--- src/rtl/psram_wb_arbiter_if.sv ---
// Bus bundle between two Wishbone masters, the arbiter and the PSRAM slave.
// Modports: slave = arbiter side, master = requester/PSRAM side.
interface psram_wb_arbiter_if;
   logic [31:0] m0_adr_i, m1_adr_i;
   logic [31:0] m0_dat_i, m1_dat_i;
   logic [3:0]  m0_sel_i, m1_sel_i;
   logic        m0_we_i, m1_we_i;
   logic        m0_cyc_i, m1_cyc_i;
   logic        m0_stb_i, m1_stb_i;
   logic [31:0] m0_dat_o, m1_dat_o;
   logic        m0_ack_o, m1_ack_o;
   logic        m0_err_o, m1_err_o;
   logic [31:0] s_adr_o;
   logic [31:0] s_dat_o;
   logic [3:0]  s_sel_o;
   logic        s_we_o;
   logic        s_cyc_o, s_stb_o;
   logic [31:0] s_dat_i;
   logic        s_ack_i;
   logic [1:0]  grant_o;

   modport slave (
      input  m0_adr_i, m1_adr_i, m0_dat_i, m1_dat_i,
      input  m0_sel_i, m1_sel_i, m0_we_i, m1_we_i,
      input  m0_cyc_i, m1_cyc_i, m0_stb_i, m1_stb_i,
      output m0_dat_o, m1_dat_o, m0_ack_o, m1_ack_o,
      output m0_err_o, m1_err_o,
      output s_adr_o, s_dat_o, s_sel_o, s_we_o,
      output s_cyc_o, s_stb_o,
      input  s_dat_i, s_ack_i,
      output grant_o
   );

   modport master (
      output m0_adr_i, m1_adr_i, m0_dat_i, m1_dat_i,
      output m0_sel_i, m1_sel_i, m0_we_i, m1_we_i,
      output m0_cyc_i, m1_cyc_i, m0_stb_i, m1_stb_i,
      input  m0_dat_o, m1_dat_o, m0_ack_o, m1_ack_o,
      input  m0_err_o, m1_err_o,
      input  s_adr_o, s_dat_o, s_sel_o, s_we_o,
      input  s_cyc_o, s_stb_o,
      output s_dat_i, s_ack_i,
      input  grant_o
   );
endinterface

--- src/rtl/psram_wb_arbiter.sv ---
// Round-robin arbiter sharing one PSRAM Wishbone slave between M0 and M1.
// Ports: clk_i, rst_i (async, active-high), bus (psram_wb_arbiter_if.slave).
// Optional watchdog enabled by defining PSRAM_ARB_TIMEOUT_EN.
module psram_wb_arbiter #(
   parameter int TIMEOUT_CYCLES = 1023
) (
   input logic clk_i,
   input logic rst_i,
   psram_wb_arbiter_if.slave bus
);

   typedef enum logic [1:0] {IDLE, BUSY0, BUSY1} state_t;

   state_t      state;
   logic        last_grant;
   logic        orphan;
   logic [31:0] adr_q, dat_q;
   logic [3:0]  sel_q;
   logic        we_q, cyc_q;
   logic [1:0]  grant_q;

   logic req0, req1, win0, own_cyc, timeout;

   assign req0 = bus.m0_cyc_i & bus.m0_stb_i;
   assign req1 = bus.m1_cyc_i & bus.m1_stb_i;
   // On a tie the master that did not win last time gets the slave.
   assign win0 = req0 & (~req1 | last_grant);
   assign own_cyc = grant_q[1] ? bus.m1_cyc_i : bus.m0_cyc_i;

`ifdef PSRAM_ARB_TIMEOUT_EN
   localparam int CW = $clog2(TIMEOUT_CYCLES + 1);
   logic [CW-1:0] wait_cnt;
   logic          busy;

   assign busy = (state != IDLE);

   // Zero in IDLE, so every grant starts from zero.
   always_ff @(posedge clk_i or posedge rst_i) begin
      if (rst_i)
         wait_cnt <= '0;
      else if (!busy)
         wait_cnt <= '0;
      else if (!bus.s_ack_i)
         wait_cnt <= wait_cnt + CW'(1);
   end

   // A late ack still wins over the watchdog.
   assign timeout = busy & ~bus.s_ack_i
                  & (wait_cnt == CW'(TIMEOUT_CYCLES));
`else
   // No watchdog: a granted transfer waits for the ack forever.
   assign timeout = (TIMEOUT_CYCLES < 0);
`endif

   always_ff @(posedge clk_i or posedge rst_i) begin
      if (rst_i) begin
         state      <= IDLE;
         last_grant <= 1'b1;
         orphan     <= 1'b0;
         adr_q      <= '0;
         dat_q      <= '0;
         sel_q      <= '0;
         we_q       <= 1'b0;
         cyc_q      <= 1'b0;
         grant_q    <= 2'b00;
      end else begin
         unique case (state)
            IDLE: begin
               if (req0 | req1) begin
                  adr_q      <= win0 ? bus.m0_adr_i : bus.m1_adr_i;
                  dat_q      <= win0 ? bus.m0_dat_i : bus.m1_dat_i;
                  sel_q      <= win0 ? bus.m0_sel_i : bus.m1_sel_i;
                  we_q       <= win0 ? bus.m0_we_i  : bus.m1_we_i;
                  cyc_q      <= 1'b1;
                  grant_q    <= win0 ? 2'b01 : 2'b10;
                  last_grant <= ~win0;
                  orphan     <= 1'b0;
                  state      <= win0 ? BUSY0 : BUSY1;
               end
            end
            BUSY0, BUSY1: begin
               if (bus.s_ack_i | timeout) begin
                  cyc_q   <= 1'b0;
                  grant_q <= 2'b00;
                  state   <= IDLE;
               end else if (!own_cyc) begin
                  // Controller cannot abort; finish and swallow the ack.
                  orphan <= 1'b1;
               end
            end
            default: state <= IDLE;
         endcase
      end
   end

   assign bus.s_adr_o  = adr_q;
   assign bus.s_dat_o  = dat_q;
   assign bus.s_sel_o  = sel_q;
   assign bus.s_we_o   = we_q;
   assign bus.s_cyc_o  = cyc_q;
   assign bus.s_stb_o  = cyc_q;
   assign bus.grant_o  = grant_q;

   assign bus.m0_dat_o = bus.s_dat_i;
   assign bus.m1_dat_o = bus.s_dat_i;

   assign bus.m0_ack_o = grant_q[0] & bus.s_ack_i & ~orphan;
   assign bus.m1_ack_o = grant_q[1] & bus.s_ack_i & ~orphan;
   assign bus.m0_err_o = grant_q[0] & timeout & ~orphan;
   assign bus.m1_err_o = grant_q[1] & timeout & ~orphan;

endmodule
--- src/flat_wrapper.sv ---
// flat-port wrapper written by rule: the top's interface ports become plain ports
module psram_wb_arbiter_flat 
#(
   parameter int TIMEOUT_CYCLES = 1023
)
  (clk_i, rst_i, bus_m0_adr_i, bus_m1_adr_i, bus_m0_dat_i, bus_m1_dat_i, bus_m0_sel_i, bus_m1_sel_i, bus_m0_we_i, bus_m1_we_i, bus_m0_cyc_i, bus_m1_cyc_i, bus_m0_stb_i, bus_m1_stb_i, bus_m0_dat_o, bus_m1_dat_o, bus_m0_ack_o, bus_m1_ack_o, bus_m0_err_o, bus_m1_err_o, bus_s_adr_o, bus_s_dat_o, bus_s_sel_o, bus_s_we_o, bus_s_cyc_o, bus_s_stb_o, bus_s_dat_i, bus_s_ack_i, bus_grant_o);
  psram_wb_arbiter_if bus_i ();
  input logic clk_i;
  input logic rst_i;
  input wire logic [$bits(bus_i.m0_adr_i)-1:0] bus_m0_adr_i;
  input wire logic [$bits(bus_i.m1_adr_i)-1:0] bus_m1_adr_i;
  input wire logic [$bits(bus_i.m0_dat_i)-1:0] bus_m0_dat_i;
  input wire logic [$bits(bus_i.m1_dat_i)-1:0] bus_m1_dat_i;
  input wire logic [$bits(bus_i.m0_sel_i)-1:0] bus_m0_sel_i;
  input wire logic [$bits(bus_i.m1_sel_i)-1:0] bus_m1_sel_i;
  input wire logic [$bits(bus_i.m0_we_i)-1:0] bus_m0_we_i;
  input wire logic [$bits(bus_i.m1_we_i)-1:0] bus_m1_we_i;
  input wire logic [$bits(bus_i.m0_cyc_i)-1:0] bus_m0_cyc_i;
  input wire logic [$bits(bus_i.m1_cyc_i)-1:0] bus_m1_cyc_i;
  input wire logic [$bits(bus_i.m0_stb_i)-1:0] bus_m0_stb_i;
  input wire logic [$bits(bus_i.m1_stb_i)-1:0] bus_m1_stb_i;
  output wire logic [$bits(bus_i.m0_dat_o)-1:0] bus_m0_dat_o;
  output wire logic [$bits(bus_i.m1_dat_o)-1:0] bus_m1_dat_o;
  output wire logic [$bits(bus_i.m0_ack_o)-1:0] bus_m0_ack_o;
  output wire logic [$bits(bus_i.m1_ack_o)-1:0] bus_m1_ack_o;
  output wire logic [$bits(bus_i.m0_err_o)-1:0] bus_m0_err_o;
  output wire logic [$bits(bus_i.m1_err_o)-1:0] bus_m1_err_o;
  output wire logic [$bits(bus_i.s_adr_o)-1:0] bus_s_adr_o;
  output wire logic [$bits(bus_i.s_dat_o)-1:0] bus_s_dat_o;
  output wire logic [$bits(bus_i.s_sel_o)-1:0] bus_s_sel_o;
  output wire logic [$bits(bus_i.s_we_o)-1:0] bus_s_we_o;
  output wire logic [$bits(bus_i.s_cyc_o)-1:0] bus_s_cyc_o;
  output wire logic [$bits(bus_i.s_stb_o)-1:0] bus_s_stb_o;
  input wire logic [$bits(bus_i.s_dat_i)-1:0] bus_s_dat_i;
  input wire logic [$bits(bus_i.s_ack_i)-1:0] bus_s_ack_i;
  output wire logic [$bits(bus_i.grant_o)-1:0] bus_grant_o;
  assign bus_i.m0_adr_i = bus_m0_adr_i;
  assign bus_i.m1_adr_i = bus_m1_adr_i;
  assign bus_i.m0_dat_i = bus_m0_dat_i;
  assign bus_i.m1_dat_i = bus_m1_dat_i;
  assign bus_i.m0_sel_i = bus_m0_sel_i;
  assign bus_i.m1_sel_i = bus_m1_sel_i;
  assign bus_i.m0_we_i = bus_m0_we_i;
  assign bus_i.m1_we_i = bus_m1_we_i;
  assign bus_i.m0_cyc_i = bus_m0_cyc_i;
  assign bus_i.m1_cyc_i = bus_m1_cyc_i;
  assign bus_i.m0_stb_i = bus_m0_stb_i;
  assign bus_i.m1_stb_i = bus_m1_stb_i;
  assign bus_m0_dat_o = bus_i.m0_dat_o;
  assign bus_m1_dat_o = bus_i.m1_dat_o;
  assign bus_m0_ack_o = bus_i.m0_ack_o;
  assign bus_m1_ack_o = bus_i.m1_ack_o;
  assign bus_m0_err_o = bus_i.m0_err_o;
  assign bus_m1_err_o = bus_i.m1_err_o;
  assign bus_s_adr_o = bus_i.s_adr_o;
  assign bus_s_dat_o = bus_i.s_dat_o;
  assign bus_s_sel_o = bus_i.s_sel_o;
  assign bus_s_we_o = bus_i.s_we_o;
  assign bus_s_cyc_o = bus_i.s_cyc_o;
  assign bus_s_stb_o = bus_i.s_stb_o;
  assign bus_i.s_dat_i = bus_s_dat_i;
  assign bus_i.s_ack_i = bus_s_ack_i;
  assign bus_grant_o = bus_i.grant_o;
  psram_wb_arbiter #(.TIMEOUT_CYCLES(TIMEOUT_CYCLES)) u_core (.clk_i(clk_i), .rst_i(rst_i), .bus(bus_i));
endmodule
--- config.mk ---
export PLATFORM = sky130hd
export DESIGN_NAME = psram_wb_arbiter_flat
export DESIGN_NICKNAME = d
export VERILOG_FILES = /design/src/rtl/psram_wb_arbiter_if.sv /design/src/rtl/psram_wb_arbiter.sv /design/src/flat_wrapper.sv
export SDC_FILE = /design/constraint.sdc
export NUM_CORES = 1
export LEC_CHECK = 0
export CAP_MARGIN = 0
export CORE_AREA = 5 5 121 123
export CTS_CLUSTER_DIAMETER = 60
export DETAILED_ROUTE_END_ITERATION = 8
export DIE_AREA = 0 0 126 128
export DONT_BUFFER_PORTS = 1
export GPL_TIMING_DRIVEN = 1
export PLACE_DENSITY = 0.55
export SLEW_MARGIN = 20
export SYNTH_ARGS = -nofsm -noshare
export SYNTH_HDL_FRONTEND = slang
export SYNTH_SLANG_ARGS = --single-unit
--- constraint.sdc ---
create_clock -name clk_i -period 3.2 [get_ports clk_i]
set_input_delay 0.48 -clock clk_i [delete_from_list [all_inputs] [get_ports clk_i]]
set_output_delay 0.48 -clock clk_i [all_outputs]
set_load 0.02 [all_outputs]
### Word-level counts from Yosys, hierarchy flattened

Cells that the tools add are included.
W data, S select, Z words.

* equal/unequal tests: 6
* mux-type cells: 17
* bitwise gates (word level): 12
* reductions and logical operators: 7

Operator list (number)
* $mux W32: 2
* $pmux W2 S2: 2
* $and A1 B1 Y1: 7
* $mux W1: 7
* $mux W2: 3
* $ne A2 B2 Y1 const B: 3
* $mux W4: 1
* $pmux W1 S2: 2
* $reduce_and A2 Y1: 2
* $reduce_and A4 Y1: 1
* $not A1 Y1: 3
* $reduce_and A3 Y1: 1
* $eq A2 B1 Y1 const B: 1
* $eq A2 B2 Y1 const B: 1
* $logic_not A2 Y1: 1
* $ne A2 B1 Y1 const B: 1
* $or A1 B1 Y1: 2
* $reduce_bool A2 Y1: 1
* $reduce_or A2 Y1: 1

* flip-flop bits (word level): 76
* logic and storage cells: 51

### Depth between registers and ports, before layout

Gate-level depths: netlist of the first run.

* depth after elaboration: 7
* mapped depth: 6
* mapped depth without buffers: 5

### Worst setup path before layout of the first run

No wires, ideal clock.

* kind: register to register
* start: reg u_core.state[0]
* end: reg u_core.grant_q[1], in the netlist u_core.bus.grant_o[1]
* library setup time: 0.126 ns
* arrival time: 1.341 ns
* required time: 3.074 ns
* slack: 1.733 ns
* cell stages (with the launch flop): 6
* period minus slack after synthesis: 1.467 ns
* cells stage by stage: dfrtp_1 -> inv_1 -> ha_1 -> nand2b_1 -> o21ai_0 -> a221o_1

* word-level cells in the longest chain between the ends: 4
* elaborated cells between the ends (all ways): 9
* those cells by class: 4 x eq/ne; 1 x mux; 4 x reduce/logical

RTL lines
* start, declared: line psram_wb_arbiter.sv:14 `state_t state;`
* start signal, assigned: line psram_wb_arbiter.sv:78 `state <= win0 ? BUSY0 : BUSY1;`
* $eq A2 B1 Y1 or $eq A2 B2 Y1 (tied branches): line psram_wb_arbiter.sv:67 `unique case (state)`
* $reduce_or A2 Y1: line psram_wb_arbiter.sv:67
* $ne A2 B2 Y1 (no line) or $reduce_bool A2 Y1 (tied branches)
* $reduce_and A3 Y1 (no line)
* end signal, assigned: line psram_wb_arbiter.sv:75 `grant_q <= win0 ? 2'b01 : 2'b10;`
* end, declared: line psram_wb_arbiter.sv:20 `logic [1:0] grant_q;`

Several ways; a longest one is shown, not always the timed one.
A chain may end at the register's enable or synchronous reset.

### Worst setup path in the final report of the first run

* start: reg u_core.state[0]
* end: reg u_core.adr_q[12], in the netlist u_core.bus.s_adr_o[12]

* word-level cells in the longest chain between the ends: 2

RTL lines
* $logic_not A2 Y1: line psram_wb_arbiter.sv:67
* $reduce_and A2 Y1 (no line)
* end signal, assigned: line psram_wb_arbiter.sv:70 `adr_q <= win0 ? bus.m0_adr_i : bus.m1_adr_i;`
* end, declared: line psram_wb_arbiter.sv:17 `logic [31:0] adr_q, dat_q;`

No other way between the ends.

==> results of run 1 <==
-- cell usage after synthesis --
library cell  instances
o2bb2ai_1             2
o21ai_0              61
ha_1                  1
nor2b_1               2
nand2_1               3
dfstp_2               1
conb_1                1
nand2b_1              1
a21oi_1              72
a211o_1               1
a22o_1                1
clkbuf_2              2
nor3b_1               2
a32o_1                2
a31oi_1              70
buf_4                68
and2_1                2
o21ai_1              10
inv_1                 5
buf_6                 1
o221ai_1              1
and3_1                2
buf_2                28
nand3_1              69
clkbuf_1             22
dfrtp_1              75
nand3b_1              1
a221o_1               1
and3b_1               1
nor2_1                2
-- cells by family (layout without fill, tap and decap cells) --
kind of cell	after synthesis	in the layout
buffers and inverters	126	33
flip-flops	76	76
adder cells (fa/ha/maj)	1	1
other	1	2
AND/OR/NAND/NOR	85	85
AO/OA/AOI/OAI	221	221
-- cells in the final DEF (no fill, tap or decap), types with 4 or more instances in the layout --
master / count
clkinv_2: 4
dfrtp_1: 75
o21ai_1: 10
clkbuf_16: 9
nand3_1: 69
a21oi_1: 72
o21ai_0: 61
a31oi_1: 70
buf_4: 11
inv_1: 4
-- metal layers --
layer | vias to the layer above | GRT usage, % | share of wire, %
met1 | 1739 | 18.2 | 36
li1 | 1601 | - | -
met4 | 0 | 8.52 | 3.0
met2 | 230 | 27.8 | 49
met3 | 35 | 6.50 | 11
met5 | - | 0 | 0
-- layout make-up --
class	instances	area share (%)
Clock buffer	11	5.53
Clock inverter	5	0.714
Inverter	5	0.476
Multi-Input combinational cell	309	40.5
Sequential cell	76	45.3
Tap cell	180	5.36
Timing Repair Buffer	12	2.20
-- registers in the layout, summed over array words and instances (netlist names) --
signal,cells
u_core.bus.s_dat_o,32
u_core.orphan,1
u_core.bus.s_sel_o,4
u_core.state,2
u_core.bus.s_adr_o,32
u_core.bus.grant_o,2
u_core.bus.s_we_o,1
u_core.bus.s_cyc_o,1
u_core.last_grant,1
-- worst max-delay path: stages (launching register included) --
cell and delay [ns]:
dfrtp_1 0.38, inv_1 0.06, ha_2 0.57, and2_2 0.30
buf_4 0.59, a31oi_1 0.19
-- metrics by stage --
stage,power [mW],hold slack (ns)
after floorplan,3.31,0.459
after global placement,3.50,0.338
after detailed placement,3.55,0.343
after CTS,4.48,0.278
after global routing,4.72,0.285
final,4.43,0.298
-- final timing paths --
kind / start / to / slack (ns)
setup / recovery: u_core.state[0] / u_core.bus.s_adr_o[12] / 0.90
hold / removal: bus_m0_adr_i[1] / u_core.bus.s_adr_o[1] / 0.30
setup reg to reg: u_core.state[0] / u_core.bus.s_adr_o[12] / 0.90
hold reg to reg: u_core.orphan / u_core.orphan / 0.50
max in group asynchronous: rst_i / u_core.bus.s_adr_o[2] / 1.86
min in group asynchronous: rst_i / u_core.bus.s_adr_o[21] / 0.57
-- power groups by stage --
| stage | Combinational, mW | Sequential (mW) | Clock, mW |
|---|---|---|---|
| 6_report | 1.12 | 2.40 | 0.921 |
| 5_1_grt | 1.27 | 2.46 | 0.995 |
| 4_1_cts | 1.12 | 2.41 | 0.950 |
| 3_5_place_dp | 1.12 | 2.43 | 0 |
| 3_3_place_gp | 1.08 | 2.42 | 0 |
| 2_1_floorplan | 1.06 | 2.25 | 0 |
==> impl_metrics.ini, run 1 <==
[status]
status = finished clean

[timing]
fin_setup_tns_ns = 0
worst_pin_slew_ns = 0.953
final.setup.worst_slack_ns = 0.896
finalSetupViolations = 0
grt_setup_unrepaired = false
fin_skew_ns = 0.00697
period_needed_ns = 2.30
fin_crit_sh_pct = 72.0
slew_headroom_pct = 36.5
timing.fmax_ghz = 0.434
finalHoldViolations = 0
slew_viol_final = 0

[pwr]
max-vdd-ir-drop_mv = 0.302
p_per_area_nw_per_um2 = 1050
internal_power_mw = 2.35
sw_frac_of_total_pct = 46.9
p_sw_mw = 2.08
power.share.clock_pct = 20.8
power_leakage_nw = 1.50
seq_power_share_pct = 54.0
comb_power_share_pct = 25.2

[synthesis]
synth_cells = 510
ys_seq_area_share_pct = 43.7
synth_adder_area_share_pct = 0.287
synth_top_family_by_area = compound AO/OA/AOI/OAI gates
synth-compound-area-share_pct = 28.2
synth_warnings = 0
syn_area_per_cell_um2 = 8.55
synthXorXnorAreaFrac_pct = 0
synth.area.top_cells = dfrtp_1, buf_4, a31oi_1
synth_area_leader_cell = dfrtp_1
ys_seq_elements = 76
synth_area_um2 = 4360
synth_simple_gate_area_share_pct = 10.1
synth.distinct_cells = 30
synth_top_area_share_pct = 43.1
yosys-mux-area-fraction_pct = 0

[final_layout]
fin_nets = 591
utilization_pct = 31.0
multi_input_area_um2 = 1700
area_growth_pct = -3.53
diodes = 0
design_area_um2 = 4210
regArea_um2 = 1900
drive_above_1_share_pct = 7.89
stdcell_count = 598
nFillCells = 1452

[floorplan]
die_x_um = 126
core_um2 = 13600
ios = 318
row_count = 43
start_util_pct = 32.2
die_h_um = 128
die_area_um2 = 16100

[hold_path]
hold_depth = 2
hold_path.class = in2reg

[global_routing]
grt_pass1_vias = 3733
grt_usage_pct = 16.6
antenna_found_initial = 0
grt_pass1_wl_um = 21100
grt_max_degree = 71
grt_remaining_overflow = 0

[routing]
dr.pass1.iters = 5
avgRoutedWirePerCell_um = 23.0
vias_per_cell = 6.03
drt_first_iter_violations = 230
vias = 3605
routed_wl_um = 13800
route.detailed.drc = 0
final_antenna_net_count = 0

[place]
dpl.hpwl_um = 9570
numPlacedInstances = 581
gp_congestion = 0.822
place_area_um2 = 3930
port_buffers = 0
dp_slack_ns = 0.915

[worst_setup_path]
path_class = reg2reg
worstPathRequired_ns = 3.36
startpoint_type = flop
cp_data_arrival_time_ns = 2.47
reg2reg_depth = 5
cp_max_fo = 69
end_kind = flop

[clocking]
clockBufferDepth = 2
htree_levels = 3
cts_root_buf = clkbuf_16
cts_made_buffers = 9
clock_latency_ns = 0.34
cts_tree = done
cts_setup_buffers = 0
hold_buffers = 1
cts_sinks = 76
cts_resized = 0
clk_pin_slew_ns = 0.06

[run]
cap_viol_max_count = 0
Note: power is estimated with default switching activity, not from simulation.
==> inputs of run 2 (changes only) <==
Clock period 3.2 ns to 2.3 ns, I/O delays scaled along.
==> run 2 against run 1 <==
Against the previous run: wire length barely moved; power rose by 43%; cell count rose by 0.17%; sequential power increased by 39%; largest power group unchanged; highest routed layer unchanged.
==> impl_metrics.ini, run 2 (same netlist as run 1, synthesis figures left out) <==
[status]
status = finished clean

[routing]
drt_first_iter_violations = 228
avgRoutedWirePerCell_um = 23.0
dr.pass1.iters = 5
vias_per_cell = 6.11
vias = 3662
routed_wl_um = 13800
final_antenna_net_count = 0
route.detailed.drc = 0

[clocking]
clockBufferDepth = 2
cts_root_buf = clkbuf_16
cts_resized = 0
htree_levels = 3
clock_latency_ns = 0.33
cts_tree = done
clk_pin_slew_ns = 0.06
cts_sinks = 76
cts_made_buffers = 9

[worst_setup_path]
crit_family = simple AND/OR/NAND/NOR gates
cp_slowest_cell = and3b_2
path_class = reg2reg
worstPathRequired_ns = 2.55
worstPathCellList = and3b_2 -> buf_4 -> o21ai_0 -> a31oi_1
end_kind = flop
cp_max_fo = 45
cp_data_arrival_time_ns = 2.10
startpoint_type = flop
cp_slowest_stage_delay_ns = 0.76
crit_buf_inv = 1

[floorplan]
ios = 318
core_um2 = 13600
die_area_um2 = 16100
row_count = 43
die_x_um = 126
start_util_pct = 32.2
die_h_um = 128

[place]
gp_congestion = 0.867
dpl.hpwl_um = 9780
port_buffers = 0

[global_routing]
grt_pass1_wl_um = 21400
grt_usage_pct = 16.5
grt_max_degree = 72
grt_remaining_overflow = 0
antenna_found_initial = 0
grt_pass1_vias = 3804

[run]
cap_viol_max_count = 0

[pwr]
max-vdd-ir-drop_mv = 0.497
power_leakage_nw = 1.54
p_per_area_nw_per_um2 = 1470

[timing]
timing.fmax_ghz = 0.542
finalHoldViolations = 0
worst_pin_slew_ns = 0.800
finalSetupViolations = 0
period_needed_ns = 1.85
fin_setup_tns_ns = 0
fin_skew_ns = 0.00880
slew_viol_final = 0
fin_crit_sh_pct = 80.3
grt_setup_unrepaired = false
slew_headroom_pct = 46.7

[final_layout]
fin_nets = 593
layout_common_cells = dfrtp_1, a21oi_1, a31oi_1
layout_commonest_cell = dfrtp_1
area_growth_pct = -1.18
drive_above_1_share_pct = 8.35
nFillCells = 1428
utilization_pct = 31.8
diodes = 0

[hold_path]
hold_path.class = in2reg
## run 2: path summary, 6_finish.rpt
| check | startpoint | end | slack (ns) | cells past startpoint |
|---|---|---|---|---|
| setup / recovery | u_core.last_grant | u_core.bus.s_adr_o[22] | 0.45 | 4 |
| hold / removal | bus_m0_dat_i[24] | u_core.bus.s_dat_o[24] | 0.17 | 2 |
| setup reg to reg | u_core.last_grant | u_core.bus.s_adr_o[22] | 0.45 | 4 |
| hold reg to reg | u_core.state[1] | u_core.state[1] | 0.49 | 1 |
| max in group asynchronous | rst_i | u_core.bus.s_adr_o[30] | 1.13 | 3 |
| min in group asynchronous | rst_i | u_core.bus.s_adr_o[19] | 0.51 | 2 |
## run 2: final cells by class
type | count | area, um2 | share of cell area [%]
clock inverters | 4 | 50.0 | 1.16
multi-input cells | 309 | 1700 | 39.4
well taps | 180 | 225 | 5.23
inverters | 5 | 20.0 | 0.465
repair buffers | 14 | 170 | 3.95
flip-flops and latches | 76 | 1900 | 44.2
clock buffers | 11 | 243 | 5.63
## run 2: report_power, final
part / total [mW] / internal (mW) / switching [mW]
logic: 1.60 / 0.593 / 1.00
clock network: 1.41 / 0.862 / 0.548
registers: 3.33 / 1.99 / 1.34
## run 2: per-layer routing
layer	track usage [%]	vias up	wire length (um)
met2	28.2	239	6930
met5	0	-	0
li1	-	1611	-
met4	7.13	0	367
met3	6.50	32	1450
met1	18.2	1780	5010
## run 2: through the flow
step	power, mW	hold slack [ns]	instances	worst slack [ns]	instance area, um2
detailed placement	4.98	0.305	583	0.417	4010
CTS	6.42	0.151	599	0.416	4310
global route	6.72	0.154	599	0.249	4310
global placement	4.91	0.295	583	0.504	4010
finish	6.34	0.169	599	0.454	4310
floorplan	4.60	0.459	511	0.0183	4360
## run 2: timing repair
item                                   in CTS  in global routing
hold buffers                                1                  0
setup buffers                               0                  0
endpoints found under the hold margin      30                  0
